==> config.mk <==
export PLATFORM = sky130hd
export DESIGN_NAME = csc_rd_timing_ctrl
export DESIGN_NICKNAME = d
export VERILOG_FILES = /design/src/rtl/csc_rd_pkg.sv /design/src/rtl/video_timing_cnt.sv /design/src/rtl/csc_rd_timing_ctrl.sv
export SDC_FILE = /design/constraint.sdc
export NUM_CORES = 1
export LEC_CHECK = 0
export ABC_AREA = 1
export ABC_CLOCK_PERIOD_IN_PS = 5600
export BUFFER_PORTS_ARGS = -buffer_cell sky130_fd_sc_hd__buf_2
export CAP_MARGIN = 40
export CORE_UTILIZATION = 62
export CTS_CLUSTER_SIZE = 30
export DETAILED_ROUTE_END_ITERATION = 8
export GPL_ROUTABILITY_DRIVEN = 0
export MAX_ROUTING_LAYER = met4
export PLACE_DENSITY = 0.8
export SLEW_MARGIN = 20
export SYNTH_ARGS = -nofsm -noshare
export SYNTH_HDL_FRONTEND = slang
export SYNTH_HIERARCHICAL = 1
export SYNTH_SLANG_ARGS = --single-unit
==> constraint.sdc <==
create_clock -name CLK_I -period 5.6 [get_ports CLK_I]
set_input_delay 0.28 -clock CLK_I [delete_from_list [all_inputs] [get_ports CLK_I]]
set_output_delay 0.28 -clock CLK_I [all_outputs]
set_load 0.005 [all_outputs]
==> src/rtl/csc_rd_pkg.sv <==
// Shared definitions for the read-side CSC timing sequencer and the reusable
// video timing counter.
package csc_rd_pkg;

  localparam int TW_W = 16;

  localparam logic [3:0] CS_RGB    = 4'd0;
  localparam logic [3:0] CS_YUV444 = 4'd1;
  localparam logic [3:0] CS_YUV422 = 4'd2;
  localparam logic [3:0] CS_YUV420 = 4'd3;

  typedef enum logic [1:0] {
    ST_IDLE    = 2'd0,
    ST_PREFILL = 2'd1,
    ST_RUN     = 2'd2
  } state_e;

  typedef logic [TW_W-1:0] tw_t;

  typedef struct packed {
    tw_t hsync;
    tw_t hbp;
    tw_t hact;
    tw_t hfp;
    tw_t vsync;
    tw_t vbp;
    tw_t vact;
    tw_t vfp;
  } timing_cfg_t;

  // Sum of two timing words with one guard bit.
  function automatic logic [TW_W:0] add_w(input tw_t a, input tw_t b);
    return {1'b0, a} + {1'b0, b};
  endfunction

endpackage

==> src/rtl/video_timing_cnt.sv <==
// Horizontal/vertical beat counters over one frame; shared by the read and
// write sides. Counters sit at zero whenever run is low.
module video_timing_cnt
  import csc_rd_pkg::*;
(
  input  logic          clk_in,
  input  logic          rst,
  input  logic          run,
  input  timing_cfg_t   cfg,
  output logic [TW_W:0] hcnt,
  output logic [TW_W:0] vcnt,
  output logic          frame_end
);

  localparam logic [TW_W:0] ONE = (TW_W+1)'(1);

  logic [TW_W:0] htot;
  logic [TW_W:0] vtot;
  logic          h_last;
  logic          v_last;

  assign htot = add_w(cfg.hsync, cfg.hbp) + add_w(cfg.hact, cfg.hfp);
  assign vtot = add_w(cfg.vsync, cfg.vbp) + add_w(cfg.vact, cfg.vfp);

  assign h_last    = (hcnt == htot - ONE);
  assign v_last    = (vcnt == vtot - ONE);
  assign frame_end = run & h_last & v_last;

  always_ff @(posedge clk_in) begin
    if (rst || !run) begin
      hcnt <= '0;
      vcnt <= '0;
    end else if (h_last) begin
      hcnt <= '0;
      vcnt <= v_last ? '0 : vcnt + ONE;
    end else begin
      hcnt <= hcnt + ONE;
    end
  end

endmodule

==> src/rtl/csc_rd_timing_ctrl.sv <==
// Read-side CSC sequencer: frame timing, data-fetch enable with YUV420 line-pair
// skipping, and the frame-buffer FIFO pop / underflow handshake.
module csc_rd_timing_ctrl
  import csc_rd_pkg::*;
#(
  parameter int C_PORT_NUM = 4,
  parameter int C_TW       = TW_W,
  parameter bit C_PREFILL  = 1'b1
) (
  input  logic            CLK_I,
  input  logic            RST_I,
  input  logic            ENABLE_I,
  input  logic [3:0]      ISPACE_I,
  input  logic [C_TW-1:0] HSYNC_I,
  input  logic [C_TW-1:0] HBP_I,
  input  logic [C_TW-1:0] HACT_I,
  input  logic [C_TW-1:0] HFP_I,
  input  logic [C_TW-1:0] VSYNC_I,
  input  logic [C_TW-1:0] VBP_I,
  input  logic [C_TW-1:0] VACT_I,
  input  logic [C_TW-1:0] VFP_I,
  input  logic            FIFO_EMPTY_I,
  output logic            FIFO_RD_EN_O,
  output logic            PIXEL_VS_O,
  output logic            PIXEL_HS_O,
  output logic            PIXEL_DE_O,
  output logic            PIXEL_DE_TOTAL_O,
  output logic            UNDERFLOW_O,
  output logic            BUSY_O
);

  if (C_TW != TW_W) begin : g_tw_check
    $error("C_TW must equal csc_rd_pkg::TW_W");
  end
  if (C_PORT_NUM < 1) begin : g_port_check
    $error("C_PORT_NUM must be at least 1");
  end

  state_e        state;
  timing_cfg_t   cfg;
  timing_cfg_t   cfg_in;
  logic [3:0]    ispace_q;
  logic          run;
  logic          frame_end;
  logic          latch;
  logic [TW_W:0] hcnt;
  logic [TW_W:0] vcnt;
  logic [TW_W:0] h_beg;
  logic [TW_W:0] h_end;
  logic [TW_W:0] v_beg;
  logic [TW_W:0] v_end;
  logic          hs_d;
  logic          vs_d;
  logic          hact_d;
  logic          vact_d;
  logic          det_d;
  logic          fetch_line;
  logic          de_d;

  assign cfg_in = '{hsync: HSYNC_I, hbp: HBP_I, hact: HACT_I, hfp: HFP_I,
                    vsync: VSYNC_I, vbp: VBP_I, vact: VACT_I, vfp: VFP_I};

  assign run   = (state == ST_RUN);
  assign latch = ENABLE_I & ((state == ST_IDLE) | (run & frame_end));

  video_timing_cnt u_cnt (
    .clk_in    (CLK_I),
    .rst       (RST_I),
    .run       (run),
    .cfg       (cfg),
    .hcnt      (hcnt),
    .vcnt      (vcnt),
    .frame_end (frame_end)
  );

  assign h_beg = add_w(cfg.hsync, cfg.hbp);
  assign h_end = h_beg + {1'b0, cfg.hact};
  assign v_beg = add_w(cfg.vsync, cfg.vbp);
  assign v_end = v_beg + {1'b0, cfg.vact};

  assign hs_d   = (hcnt < {1'b0, cfg.hsync});
  assign vs_d   = (vcnt < {1'b0, cfg.vsync});
  assign hact_d = (hcnt >= h_beg) && (hcnt < h_end);
  assign vact_d = (vcnt >= v_beg) && (vcnt < v_end);
  assign det_d  = hact_d & vact_d;

  // Active-line parity is the LSB of vcnt - v_beg, i.e. the XOR of the two LSBs.
  assign fetch_line = (ispace_q != CS_YUV420) | ~(vcnt[0] ^ v_beg[0]);
  assign de_d       = det_d & fetch_line;

  assign FIFO_RD_EN_O = PIXEL_DE_O & ~FIFO_EMPTY_I;
  assign BUSY_O       = (state != ST_IDLE);

  always_ff @(posedge CLK_I) begin
    if (RST_I) begin
      state            <= ST_IDLE;
      cfg              <= '0;
      ispace_q         <= '0;
      PIXEL_VS_O       <= 1'b0;
      PIXEL_HS_O       <= 1'b0;
      PIXEL_DE_O       <= 1'b0;
      PIXEL_DE_TOTAL_O <= 1'b0;
      UNDERFLOW_O      <= 1'b0;
    end else begin
      if (latch) begin
        cfg      <= cfg_in;
        ispace_q <= ISPACE_I;
      end

      case (state)
        ST_IDLE:    if (ENABLE_I) state <= ST_PREFILL;
        ST_PREFILL: if (!C_PREFILL || !FIFO_EMPTY_I) state <= ST_RUN;
        ST_RUN:     if (frame_end && !ENABLE_I) state <= ST_IDLE;
        default:    state <= ST_IDLE;
      endcase

      // Decode lags the counters by one clock and is forced low outside RUN.
      PIXEL_VS_O       <= run & vs_d;
      PIXEL_HS_O       <= run & hs_d;
      PIXEL_DE_O       <= run & de_d;
      PIXEL_DE_TOTAL_O <= run & det_d;

      // A missed fetch beat is not retried; timing free-runs and the flag sticks.
      if (state == ST_IDLE && ENABLE_I)
        UNDERFLOW_O <= 1'b0;
      else if (PIXEL_DE_O && FIFO_EMPTY_I)
        UNDERFLOW_O <= 1'b1;
    end
  end

endmodule
# == Word level (Yosys, flattened, before mapping) ==
# Index checks and enable logic that the tools add are counted.
# word_totals
ff_bits,173
in_bits,136
output_inout_bits,7
elab_cells,77
# op_classes
n_addsub,12
magnitude_cmp,6
n_eq_ne,8
n_mux,5
bitwise_logic,16
n_reduce_logical,13
# ops
op,count
16-bit by 16-bit adder with 17-bit output,4
"17-bit by 1-bit adder with 17-bit output, second input constant",2
17-bit by 16-bit adder with 17-bit output,2
17-bit adder,2
17-bit == test,2
17-bit >= comparator,2
17-bit by 16-bit less-than comparator with 1-bit output,2
17-bit less-than comparator,2
"17-bit by 1-bit subtractor with 17-bit output, second input constant",2
17-bit two-way mux,1
1-bit AND,11
2-bit two-way mux,3
2-bit one-hot mux with 3 select lines,1
1-bit logical AND,5
"2-bit != test, second input constant",2
"4-bit by 2-bit != test with 1-bit output, second input constant",1
2-bit OR reduction,2
3-bit AND reduction,1
"2-bit by 1-bit == test with 1-bit output, second input constant",1
"2-bit == test, second input constant",1
1-bit logical NOT,2
2-bit logical NOT,1
"2-bit by 1-bit != test with 1-bit output, second input constant",1
1-bit inverter,2
other kinds (4),5

# == Logic depth before layout (Yosys ltp) ==
# Gate-level depths: netlist of run 1.
# logic_depth
ltp_word,9
ltp_mapped,32
mapped_depth_nobuf,32

# == By module ==
# Netlist of run 1, hierarchy kept.
# by_module_without_submodules
mod,instances,cells_each,area_each_um2,seq_area_each_um2
csc_rd_timing_ctrl,1,1492,10522.6,2782.7
video_timing_cnt,1,1017,6683.9,680.7

# == Worst setup path before layout of run 1 ==
# OpenSTA, ideal clock, no wires.
# synth_path
path_kind,register -> register
from,register cfg[17] (netlist name)
to,register cfg[33] (netlist name)
setup_ps,119
arrival_time_ps,4169
required_ps,5481
path_slack_ps,1312
stages_incl_launch_ff,28
path_buffers,2
period_less_slack_ps,4288
cell_sequence,dfxtp_1 -> inv_1 -> ha_1 -> inv_1 -> fa_1 -> fa_1 -> ha_1 -> inv_1 -> fa_1 -> inv_1 -> nand3_1 -> nand2_1 -> nand2_1 -> nand2_1 -> nand2_1 -> nand2_2 -> xor2_1 -> nand2_1 -> nor3_1 -> nand3_1 -> nor2_1 -> inv_1 -> a21oi_4 -> inv_4 -> buf_6 -> buf_6 -> o21ai_1 -> a21oi_1
# synth_between
elab_chain_len,8
# synth_rtl
item,line_no,rtl
16-bit by 16-bit adder with 17-bit output,csc_rd_pkg.sv:33,"return {1'b0, a} + {1'b0, b};"
17-bit adder,video_timing_cnt.sv:23,"assign vtot = add_w(cfg.vsync, cfg.vbp) + add_w(cfg.vact, cfg.vfp);"
17-bit by 1-bit subtractor with 17-bit output,video_timing_cnt.sv:26,assign v_last = (vcnt == vtot - ONE);
17-bit == test,video_timing_cnt.sv:26,
1-bit AND,video_timing_cnt.sv:27,assign frame_end = run & h_last & v_last;
named net frame_end,csc_rd_timing_ctrl.sv:44,logic frame_end;
1-bit AND,csc_rd_timing_ctrl.sv:64,assign latch = ENABLE_I & ((state == ST_IDLE) | (run & frame_end));
1-bit bitwise OR,csc_rd_timing_ctrl.sv:64,
1-bit AND,csc_rd_timing_ctrl.sv:64,
# The timed path passes the listed nets, and every way through them passes these cells.
# A chain may end at the register's enable or synchronous reset.

# == Worst setup path after layout of run 1 ==
# layout_path
from,register cfg[81] (netlist name)
to,register cfg[80] (netlist name)
# layout_between
elab_chain_len,9
# layout_rtl
item,line_no,rtl
16-bit by 16-bit adder with 17-bit output,csc_rd_pkg.sv:33,
17-bit adder,video_timing_cnt.sv:22,"assign htot = add_w(cfg.hsync, cfg.hbp) + add_w(cfg.hact, cfg.hfp);"
17-bit by 1-bit subtractor with 17-bit output,video_timing_cnt.sv:25,assign h_last = (hcnt == htot - ONE);
17-bit == test,video_timing_cnt.sv:25,
1-bit AND (2 in series),video_timing_cnt.sv:27,
named net frame_end,csc_rd_timing_ctrl.sv:44,
1-bit AND,csc_rd_timing_ctrl.sv:64,
1-bit bitwise OR,csc_rd_timing_ctrl.sv:64,
1-bit AND,csc_rd_timing_ctrl.sv:64,
# The timed path passes the listed nets, and every way through them passes these cells.

==> run metrics, run 1 <==
run status finished, final reports clean; HPWL reported at the end of detailed placement ~39000 um; Syn Inst Count about 2500; post-detailed-placement cell area 18100 sq um; normalized max-slew margin 0.486; worst-case setup slack after placement between 0.4 and 0.5 ns; Reg power frac 0.198; number of nets with antenna violations after routing 0; number of failing hold endpoints at the final stage 0; Critical Path AT 5.48 ns; multi-input logic area around 12000 sq um; cell area after technology mapping ~17000 sq um; final slew viol count 0; clock buffer count from CTS 17; slew at the pin closest to its max-slew limit approximately 0.77 ns; most numerous cell in the Yosys netlist sky130_fd_sc_hd__nand2_1; post-layout util 0.692; synthesized area per cell 6.86 sq um; Worst path most repeated cell sky130_fd_sc_hd__nor2_1; Setup Total Neg Slack 0 ns; share of the cycle needed by the critical path after routing 0.922; total routing usage reported by global routing 0.360; Period minus WS final 5.16 ns; Clock Skew 0.00892 ns; cell type of the slowest stage on the worst timing path sky130_fd_sc_hd__fa_1; Core Rows 60; DR WL/cell around 16 um; initial cell density of the core 0.635; flip-flop and latch area about 3500 sq um; remaining global-route overflow 0; maximum operating frequency between 0.15 and 0.2 GHz; crit path setup slack, layout 0.436 ns; Sw Ratio 0.496; unrepaired setup endpoints after global routing no; dominant register cell in the synthesized netlist sky130_fd_sc_hd__dfxtp_1; Skew-Pair Late Insertion Delay roughly 0.45 ns; final instance area ~19000 sq um; switching power summed over all nets between 0.003 and 0.004 W; cell types occupying the most area after synthesis sky130_fd_sc_hd__dfxtp_1, sky130_fd_sc_hd__ha_1, sky130_fd_sc_hd__nand2_1; total number of clock tree sinks between 150 and 200; Lkg Pwr approximately 10 nW; die height between 150 and 200 um; number of input and output port buffers inserted 142; clock transition time at the flip-flop clock pins of the worst setup and hold paths about 0.070 ns; most area-hungry cell type in the Yosys netlist sky130_fd_sc_hd__dfxtp_1; number of global-route vias before repair around 16000; final net count 3066; core region area approximately 27000 sq um; fraction of layout instances using a drive strength above 1 0.0983; clock tree from TritonCTS yes; detailed-route via count 16800; category of the critical setup timing path flip-flop to flip-flop; Seq/Total Area, Yosys 0.201; remaining design rule violation count 0; wire length of the first global-routing pass around 78000 um; top cells by instance count after synthesis sky130_fd_sc_hd__nand2_1, sky130_fd_sc_hd__inv_1, sky130_fd_sc_hd__nor2_1; detail-routed via count per cell about 5.6; count of boundary I/O pins around 140; part of the total power dissipated in combinational logic 0.633; total routed wirelength around 49000 um; number of warnings issued by yosys 6; Pwr per Cell Area around 390 nW/um^2; deepest level of the CTS H-tree 4; capturing element type of the critical path flip-flop; area enclosed by the die boundary approximately 28000 sq um; Layout Area Growth over Synthesis 8.92%; initial DRC count around 1500; filler instances around 2300; root buffer selected by CTS sky130_fd_sc_hd__clkbuf_16; number of flops mapped to enable cells by yosys 0; 1st-pass router iterations 5; share of total power in the clock network 0.169; internal power component 0.00364 W; biggest cell delay along the critical path approximately 0.5 ns; Seq cells post-synth 173; horizontal die dimension 169 um; number of setup violations in the final report 0; quantity of hold-fixing buffers added after cts 0; top-area cell type share of the netlist area 0.201; largest fanout of any net on the critical path 73; maximum clock path buffer count 2; pin count of the biggest net entering global routing 99; Worst setup SP type flip-flop; count of unique library cells instantiated by Yosys 53; peak ir drop on the vdd network approximately 220 uV; number of max-capacitance violations reported 0; initial antenna violation count 1; worst hold-check path type input pin to flip-flop; share of synthesized registers carrying an async set or reset 0; Crit path required time 5.92 ns; nets in the synthesized netlist between 2000 and 3000
## final timing paths
path | startpoint | end | slack [ns] | cells past startpoint
worst max-delay path | cfg[81]$_SDFFE_PP0P_ | cfg[80]$_SDFFE_PP0P_ | 0.44 | 27
worst min-delay path | HFP_I[6] | cfg[70]$_SDFFE_PP0P_ | 0.05 | 3
worst max register to register | cfg[81]$_SDFFE_PP0P_ | cfg[80]$_SDFFE_PP0P_ | 0.44 | 27
worst min register to register | UNDERFLOW_O$_SDFFE_PP0P_ | UNDERFLOW_O$_SDFFE_PP0P_ | 0.49 | 2
## layout make-up
type	count	share of cell area
clock buffer	20	0.0238
timing repair buffer	152	0.0445
antenna	1	0.000134
tap	372	0.0248
clock inverter	12	0.00734
inverter	441	0.0885
sequential	173	0.185
multi-input combinational	1846	0.626
## metrics by stage
step | cells | hold slack (ns) | power [W]
floorplan | 2509 | 0.349 | 0.00484
global placement | 2982 | 0.460 | 0.00573
detailed placement | 2982 | 0.477 | 0.00586
CTS | 3014 | 0.0395 | 0.00710
global route | 3016 | 0.0396 | 0.00785
finish | 3017 | 0.0531 | 0.00722
## per-layer routing
layer | global-route usage | wire length (um)
met5 | - | 0
met4 | 0.0984 | 1050
met3 | 0.0636 | 5030
met2 | 0.525 | 20400
met1 | 0.510 | 22600
## cells in the final DEF, fill, tap and decap left out, types with 53 or more instances in the layout
master                    netlist  routed
sky130_fd_sc_hd__nor2_1       356     356
sky130_fd_sc_hd__o21ai_0      153     153
sky130_fd_sc_hd__fa_1          66      66
sky130_fd_sc_hd__a21oi_1      140     140
sky130_fd_sc_hd__buf_2          4     142
sky130_fd_sc_hd__dfxtp_1      173     173
sky130_fd_sc_hd__ha_1         233     233
sky130_fd_sc_hd__nand2_1      500     500
sky130_fd_sc_hd__xor2_1        53      53
sky130_fd_sc_hd__nand3_1      110     110
sky130_fd_sc_hd__inv_1        430     429
## sequential cells by signal (all words and copies together) (netlist names)
register          cells
u_cnt/hcnt           17
PIXEL_DE_TOTAL_O      1
u_cnt/vcnt           17
PIXEL_HS_O            1
PIXEL_DE_O            1
UNDERFLOW_O           1
state                 2
PIXEL_VS_O            1
ispace_q              4
cfg                 128
## kinds of logic (layout without fill, tap and decap cells)
kind of cell,count (synthesis),after routing,share of synthesized area
simple gates,1103,1103,0.276
buf+inv,490,625,0.117
compound gates,357,357,0.114
fa+ha+maj,299,299,0.246
flops,173,173,0.201
xor+xnor,87,87,0.0451
other cells,0,1,0
## power groups by stage
stage               combinational, W  clock, W  sequential, W
detailed placement           0.00441         0        0.00145
floorplan                    0.00342         0        0.00141
global placement             0.00427         0        0.00145
CTS                          0.00444   0.00123        0.00143
finish                       0.00457   0.00122        0.00143
global route                 0.00513   0.00128        0.00144
## critical path, delay by kind of cell, from the launching register on
kind / cells / cell delay [ns]
flops: 1 / 0.36
buf+inv: 7 / 0.72
fa+ha+maj: 5 / 1.89
compound gates: 1 / 0.19
simple gates: 14 / 1.82
## repair_timing
action,CTS,global route
setup endpoints to repair,0,24
gates resized for setup,0,1
endpoints found under the hold margin,0,0
setup buffers,0,0
Note: power is estimated with default switching activity, not from simulation.
==> run 2: changes to the inputs <==
- PLACE_DENSITY: 0.8 -> 0.81
- SYNTH_HIERARCHICAL: 1 -> not set
==> run 2 against run 1 <==
  * Synthesized cell count shrank 1.2%
  * Clock power is essentially flat
  * Die area shrank 5.7%
  * Final cell count shrank 2.3%
  * Setup slack lost 0.15 ns
  * Flip-flop and latch count is the same
  * First-iteration DRC count shrank 16%
  * Cell area shrank 4.2%
  * Worst hold slack lost 0.0065 ns
  * Sequential power shrank 3%
==> run metrics, run 2 <==
count of placed standard cells in the final layout, fillers left out slightly below 3000; HPWL reported at the end of detailed placement 33800 um; maximum operating frequency ~0.19 GHz; most frequent cells in the layout sky130_fd_sc_hd__nand2_1, sky130_fd_sc_hd__inv_1, sky130_fd_sc_hd__nor2_1, sky130_fd_sc_hd__ha_1, sky130_fd_sc_hd__dfxtp_1; total routing usage reported by global routing 0.333; peak ir drop on the vdd network 216 uV; count of unique library cells instantiated by Yosys 47; internal power component approximately 0.0036 W; post-layout power about 0.007 W; nets in the synthesized netlist 2878; normalized max-slew margin 0.450; total number of clock tree sinks 173; number of input and output port buffers inserted ~140; category of the critical setup timing path flip-flop to flip-flop; most flop-heavy register cfg; post-layout util 0.707; run status finished, final reports clean; cell type of the slowest stage on the worst timing path sky130_fd_sc_hd__fa_1; WHS Path Cells 3; Seq/Total Area, Yosys 0.214; Worst path most repeated cell sky130_fd_sc_hd__nand2_1; share of total power in the clock network 0.175; most area-hungry cell type in the Yosys netlist sky130_fd_sc_hd__dfxtp_1; pin count of the biggest net entering global routing 81; quantity of hold-fixing buffers added after cts 0; initial antenna violation count 0; detail-routed via count per cell roughly 5.4; core region area 25400 sq um; worst hold-check path type input pin to flip-flop; Clock Skew 0.0222 ns; Pwr per Cell Area approximately 400 nW/um^2; number of failing hold endpoints at the final stage 0; cell types occupying the most area after synthesis sky130_fd_sc_hd__dfxtp_1, sky130_fd_sc_hd__ha_1, sky130_fd_sc_hd__nand2_1; detailed-route via count 15900; 1st-pass router iterations 6; top-area cell type share of the netlist area 0.214; clock tree from TritonCTS yes; Period minus WS final approximately 5.3 ns; wire length of the first global-routing pass about 69000 um; count of antenna diodes in the layout 0; die height about 160 um; biggest registers after layout cfg: 128 flops, u_cnt.hcnt: 17 flops, u_cnt.vcnt: 17 flops; horizontal die dimension 164 um; most common library cell in the layout ignoring fill and taps sky130_fd_sc_hd__nand2_1; number of warnings issued by yosys 0; number of cells traversed by the worst register-to-register path 34; share of the cycle needed by the critical path after routing 0.949; Crit path required time approximately 5.9 ns; largest fanout of any net on the critical path between 70 and 80; number of global-route vias before repair around 15000; maximum clock path buffer count 2; switching power summed over all nets around 0.0035 W; Critical Path AT 5.65 ns; number of flops mapped to enable cells by yosys 0; Reg power frac 0.198; biggest cell delay along the critical path 0.48 ns; Setup Total Neg Slack 0 ns; most numerous cell in the Yosys netlist sky130_fd_sc_hd__nand2_1; part of the total power dissipated in combinational logic 0.628; initial DRC count between 1000 and 1500; total routed wirelength approximately 43000 um; capturing element type of the critical path flip-flop; Syn Inst Count around 2500; Layout Area Growth over Synthesis 10.8%; share of synthesized registers carrying an async set or reset 0; count of boundary I/O pins 143; clock buffer count from CTS 17; root buffer selected by CTS sky130_fd_sc_hd__clkbuf_16; clock transition time at the flip-flop clock pins of the worst setup and hold paths about 0.080 ns; number of nets with antenna violations after routing 0; remaining design rule violation count 0; slew at the pin closest to its max-slew limit 0.826 ns; number of max-capacitance violations reported 0; final net count 3005; synthesized area per cell 6.54 sq um; top cells by instance count after synthesis sky130_fd_sc_hd__nand2_1, sky130_fd_sc_hd__inv_1, sky130_fd_sc_hd__nor2_1; cell area after technology mapping between 15000 and 20000 sq um; final slew viol count 0; deepest level of the CTS H-tree 4; initial cell density of the core 0.638; dominant register cell in the synthesized netlist sky130_fd_sc_hd__dfxtp_1; remaining global-route overflow 0; fraction of layout instances using a drive strength above 1 0.0955; DR WL/cell roughly 15 um; Seq cells post-synth between 150 and 200; Skew-Pair Late Insertion Delay 0.45 ns; area enclosed by the die boundary around 27000 sq um; Sw Ratio 0.493; Core Rows between 50 and 60; Placed Cells just under 3000; Lkg Pwr 9.92 nW; Worst setup SP type flip-flop; number of setup violations in the final report 0; number of flip-flops under the largest register name roughly 130
-- run 2: cell types whose count changed after synthesis, moves of 20 or more --
cell,change
sky130_fd_sc_hd__nand2_1,+156
sky130_fd_sc_hd__o21ai_0,-113
sky130_fd_sc_hd__nor2_1,+33
sky130_fd_sc_hd__fa_1,-30
sky130_fd_sc_hd__a21oi_1,-24
sky130_fd_sc_hd__nand3_1,-21
sky130_fd_sc_hd__xor2_1,+20
-- run 2: metrics by stage --
stage	hold WS, ns	area, sq um	setup slack [ns]
5_1_grt	0.0463	18000	-0.0205
3_3_place_gp	0.443	17200	0.357
4_1_cts	0.0419	17800	0.123
6_report	0.0466	18000	0.284
3_5_place_dp	0.447	17200	0.179
2_1_floorplan	0.349	16200	1.07
-- run 2: final timing paths --
kind	endpoint	slack, ns	start
worst min-delay path	cfg[1]$_SDFFE_PP0P_	0.05	VFP_I[1]
worst max-delay path	cfg[57]$_SDFFE_PP0P_	0.28	cfg[36]$_SDFFE_PP0P_
worst max register to register	cfg[57]$_SDFFE_PP0P_	0.28	cfg[36]$_SDFFE_PP0P_
worst min register to register	u_cnt.hcnt[0]$_SDFF_PP0_	0.46	u_cnt.hcnt[0]$_SDFF_PP0_
-- run 2: worst max-delay path: cells and delay by family (launching register included) --
family                     cells  cell delay (ns)
AOI/OAI and AO/OA              4             0.64
buffers and inverters          5             0.52
and+or+nand+nor               21             2.29
adders and majority gates      3             1.23
DFF                            1             0.33
xor gates and xnor gates       1             0.18
-- run 2: per-layer routing --
metal,share of wire,GRT usage,routed length [um],vias to the layer above
met4,0.023,0.0972,991,0
met1,0.47,0.468,20200,7149
met3,0.086,0.0482,3700,79
met2,0.42,0.492,17900,650
li1,-,-,-,7986
met5,0,-,0,-
-- run 2: timing repair --
item,CTS,global route
gates resized for setup,0,40
setup buffers,0,4
endpoints found under the setup margin,0,165
hold endpoints to repair,0,0
-- run 2: power groups by stage --
stage	sequential (W)	combinational, W	clock (W)
finish	0.00138	0.00440	0.00122
global route	0.00140	0.00497	0.00128
CTS	0.00138	0.00422	0.00123
detailed placement	0.00141	0.00417	0
global placement	0.00141	0.00404	0
floorplan	0.00140	0.00329	0
-- run 2: logic make-up (layout without fill, tap and decap cells) --
| kind of cell | count (synthesis) | after routing | share of synthesized area |
|---|---|---|---|
| xor+xnor | 117 | 117 | 0.0632 |
| flops | 173 | 173 | 0.214 |
| simple gates | 1242 | 1242 | 0.311 |
| fa+ha+maj | 263 | 263 | 0.220 |
| compound gates | 211 | 211 | 0.0746 |
| buf+inv | 473 | 612 | 0.118 |
-- run 2: area by class of cell --
| type | count | area (sq um) |
|---|---|---|
| Clock inverter | 14 | 165 |
| Inverter | 420 | 1580 |
| Tap cell | 330 | 413 |
| Sequential cell | 173 | 3460 |
| Timing Repair Buffer | 161 | 918 |
| Fill cell | 2179 | 7440 |
| Multi-Input combinational cell | 1833 | 11000 |
| Clock buffer | 17 | 425 |
==> run 3: changes to the inputs <==
- BUFFER_PORTS_ARGS: -buffer_cell sky130_fd_sc_hd__buf_2 -> not set
- CORE_UTILIZATION: 62 -> 66
- DONT_BUFFER_PORTS: not set -> 1
- PLACE_DENSITY: 0.81 -> 0.8
==> run 3 against run 2 <==
  * Register-to-register slack worse by 0.05 ns
  * Highest routed layer unchanged
  * Via count rose by 4.5%
  * Critical endpoint is now cfg[47]$_SDFFE_PP0P_
  * Largest power group unchanged
  * Global-route usage is 4.4 points higher
  * Cell area rose by 4.3%
  * Sequential power hardly changed
==> run metrics, run 3 (synthesized netlist as in run 2, its figures left out) <==
run status finished, final reports clean; remaining design rule violation count 0; clock tree from TritonCTS yes; root buffer selected by CTS sky130_fd_sc_hd__clkbuf_16; Pwr per Cell Area a little under 400 nW/um^2; number of failing hold endpoints at the final stage 0; clock buffer count from CTS 17; largest fanout of any net on the critical path 17; cell type of the slowest stage on the worst timing path sky130_fd_sc_hd__fa_1; crit path setup slack, layout approximately 0.23 ns; count of antenna diodes in the layout 0; peak ir drop on the vdd network roughly 220 uV; detail-routed via count per cell 5.65; initial cell density of the core 0.683; most flop-heavy register cfg; DR WL/cell about 16 um; number of global-route vias before repair approximately 15000; worst hold-check path type input pin to flip-flop; count of boundary I/O pins ~140; Reg power frac 0.192; GR Util met3 0.0630; Skew-Pair Late Insertion Delay between 0.4 and 0.5 ns; category of the critical setup timing path flip-flop to flip-flop; Core Rows 56; deepest level of the CTS H-tree 4; wire length of the first global-routing pass around 75000 um; number of buffer and inverter instances along the worst setup path 5; biggest registers after layout cfg: 128 flops, u_cnt.hcnt: 17 flops, u_cnt.vcnt: 17 flops; total number of clock tree sinks about 170; initial DRC count 1678; final slew viol count 0; switching power summed over all nets 0.00357 W; final net count about 3000; die height around 160 um; WHS Path Cells 2; pin count of the biggest net entering global routing just over 70; Sw Ratio 0.493; most frequent cells in the layout sky130_fd_sc_hd__nand2_1, sky130_fd_sc_hd__inv_1, sky130_fd_sc_hd__nor2_1, sky130_fd_sc_hd__ha_1, sky130_fd_sc_hd__dfxtp_1; total routed wirelength ~48000 um; filler instances approximately 1700; Clock Skew ~0.018 ns; most common library cell in the layout ignoring fill and taps sky130_fd_sc_hd__nand2_1; Most Crowded Layer GR met2; Worst path most repeated cell sky130_fd_sc_hd__nand2_1; number of flip-flops under the largest register name roughly 130; detailed-route via count about 17000; number of max-capacitance violations reported 0; Worst setup SP type flip-flop; maximum clock path buffer count 2; total routing usage reported by global routing 0.376; area enclosed by the die boundary 25200 sq um; number of cells traversed by the worst register-to-register path 30; share of total power in the clock network 0.180; Crit path required time 5.99 ns; clock transition time at the flip-flop clock pins of the worst setup and hold paths roughly 0.08 ns; worst hold-check slack ~0.008 ns; met1 capacity usage during global routing 0.502; number of input and output port buffers inserted 0; number of setup violations in the final report 0; path length in cells of the critical path 30; Lkg Pwr 9.96 nW; worst-case setup slack after placement -0.0355 ns; fraction of met2 tracks used by global routing 0.580; initial antenna violation count 0; 1st-pass router iterations 6; core region area ~24000 sq um; internal power component approximately 0.0037 W; maximum operating frequency between 0.15 and 0.2 GHz; HPWL reported at the end of detailed placement roughly 34000 um; part of the total power dissipated in combinational logic 0.628; Layout Area Growth over Synthesis 15.6%; horizontal die dimension between 150 and 200 um; number of nets with antenna violations after routing 0; share of the cycle needed by the critical path after routing 0.958; Critical Path AT roughly 5.8 ns; capturing element type of the critical path flip-flop; biggest cell delay along the critical path about 0.51 ns; category of cells accounting for the largest share of critical-path delay simple AND/OR/NAND/NOR gates; normalized max-slew margin 0.477; fraction of layout instances using a drive strength above 1 0.0497; Period minus WS final between 5 and 6 ns; remaining global-route overflow 0; slew at the pin closest to its max-slew limit 0.785 ns
run 3: cell types whose count changed in the layout (fill, tap and decap cells not counted), sizes merged:
cell / change
buf: -135
dlygate4sd3: +127
clkbuf: +3
nand2: +3
bufinv: +1
clkinv: -1
clkinvlp: -1
run 3: cell type report:
| class | instances | area, sq um | area share |
|---|---|---|---|
| well taps | 319 | 399 | 0.0213 |
| inverters | 420 | 1580 | 0.0843 |
| flip-flops and latches | 173 | 3460 | 0.185 |
| multi-input cells | 1836 | 11100 | 0.594 |
| clock inverters | 13 | 168 | 0.00895 |
| clock buffers | 19 | 453 | 0.0242 |
| repair buffers | 154 | 1540 | 0.0822 |
run 3: per-layer routing:
metal / part of all wire / wire length (um)
met4: 0.026 / 1240
met1: 0.43 / 20800
met2: 0.44 / 21400
met5: 0 / 0
met3: 0.097 / 4690
run 3: repair_timing:
item                                    4_1_cts  5_1_grt
hold buffers                                127        0
gates resized for setup                       2       50
endpoints found under the setup margin       21      144
setup buffers                                 0        5
pin swaps                                     1       13
cloned                                        1        3
endpoints found under the hold margin       127        0
run 3: stage by stage:
stage,total power [W],setup TNS (ns),cell area [sq um],std cells,utilization
2_1_floorplan,0.00469,0,16200,2479,-
3_3_place_gp,0.00545,0,16500,2766,0.694
3_5_place_dp,0.00556,-0.0355,16500,2766,0.694
4_1_cts,0.00697,0,18400,2926,0.775
5_1_grt,0.00782,-0.858,18700,2934,0.789
6_report,0.00724,0,18700,2934,0.789
run 3: power groups by stage:
stage | logic [W] | registers (W) | clock network [W]
2_1_floorplan | 0.00329 | 0.00140 | 0
3_3_place_gp | 0.00404 | 0.00141 | 0
3_5_place_dp | 0.00415 | 0.00141 | 0
4_1_cts | 0.00429 | 0.00139 | 0.00129
5_1_grt | 0.00507 | 0.00140 | 0.00134
6_report | 0.00455 | 0.00139 | 0.00130
run 3: worst reg2reg max path: cells and delay by family (launching register included):
family | cells | cell delay, ns
xor gates and xnor gates | 1 | 0.40
DFF | 1 | 0.34
and+or+nand+nor | 20 | 2.49
buffers and inverters | 5 | 0.63
adders and majority gates | 4 | 1.42
run 3: path summary, 6_finish.rpt:
check                           start                       end  slack [ns]
max              cfg[32]$_SDFFE_PP0P_      cfg[47]$_SDFFE_PP0P_        0.23
min                          HFP_I[4]      cfg[68]$_SDFFE_PP0P_       0.008
max reg2reg      cfg[32]$_SDFFE_PP0P_      cfg[47]$_SDFFE_PP0P_        0.23
min reg2reg  u_cnt.hcnt[0]$_SDFF_PP0_  u_cnt.hcnt[0]$_SDFF_PP0_        0.48
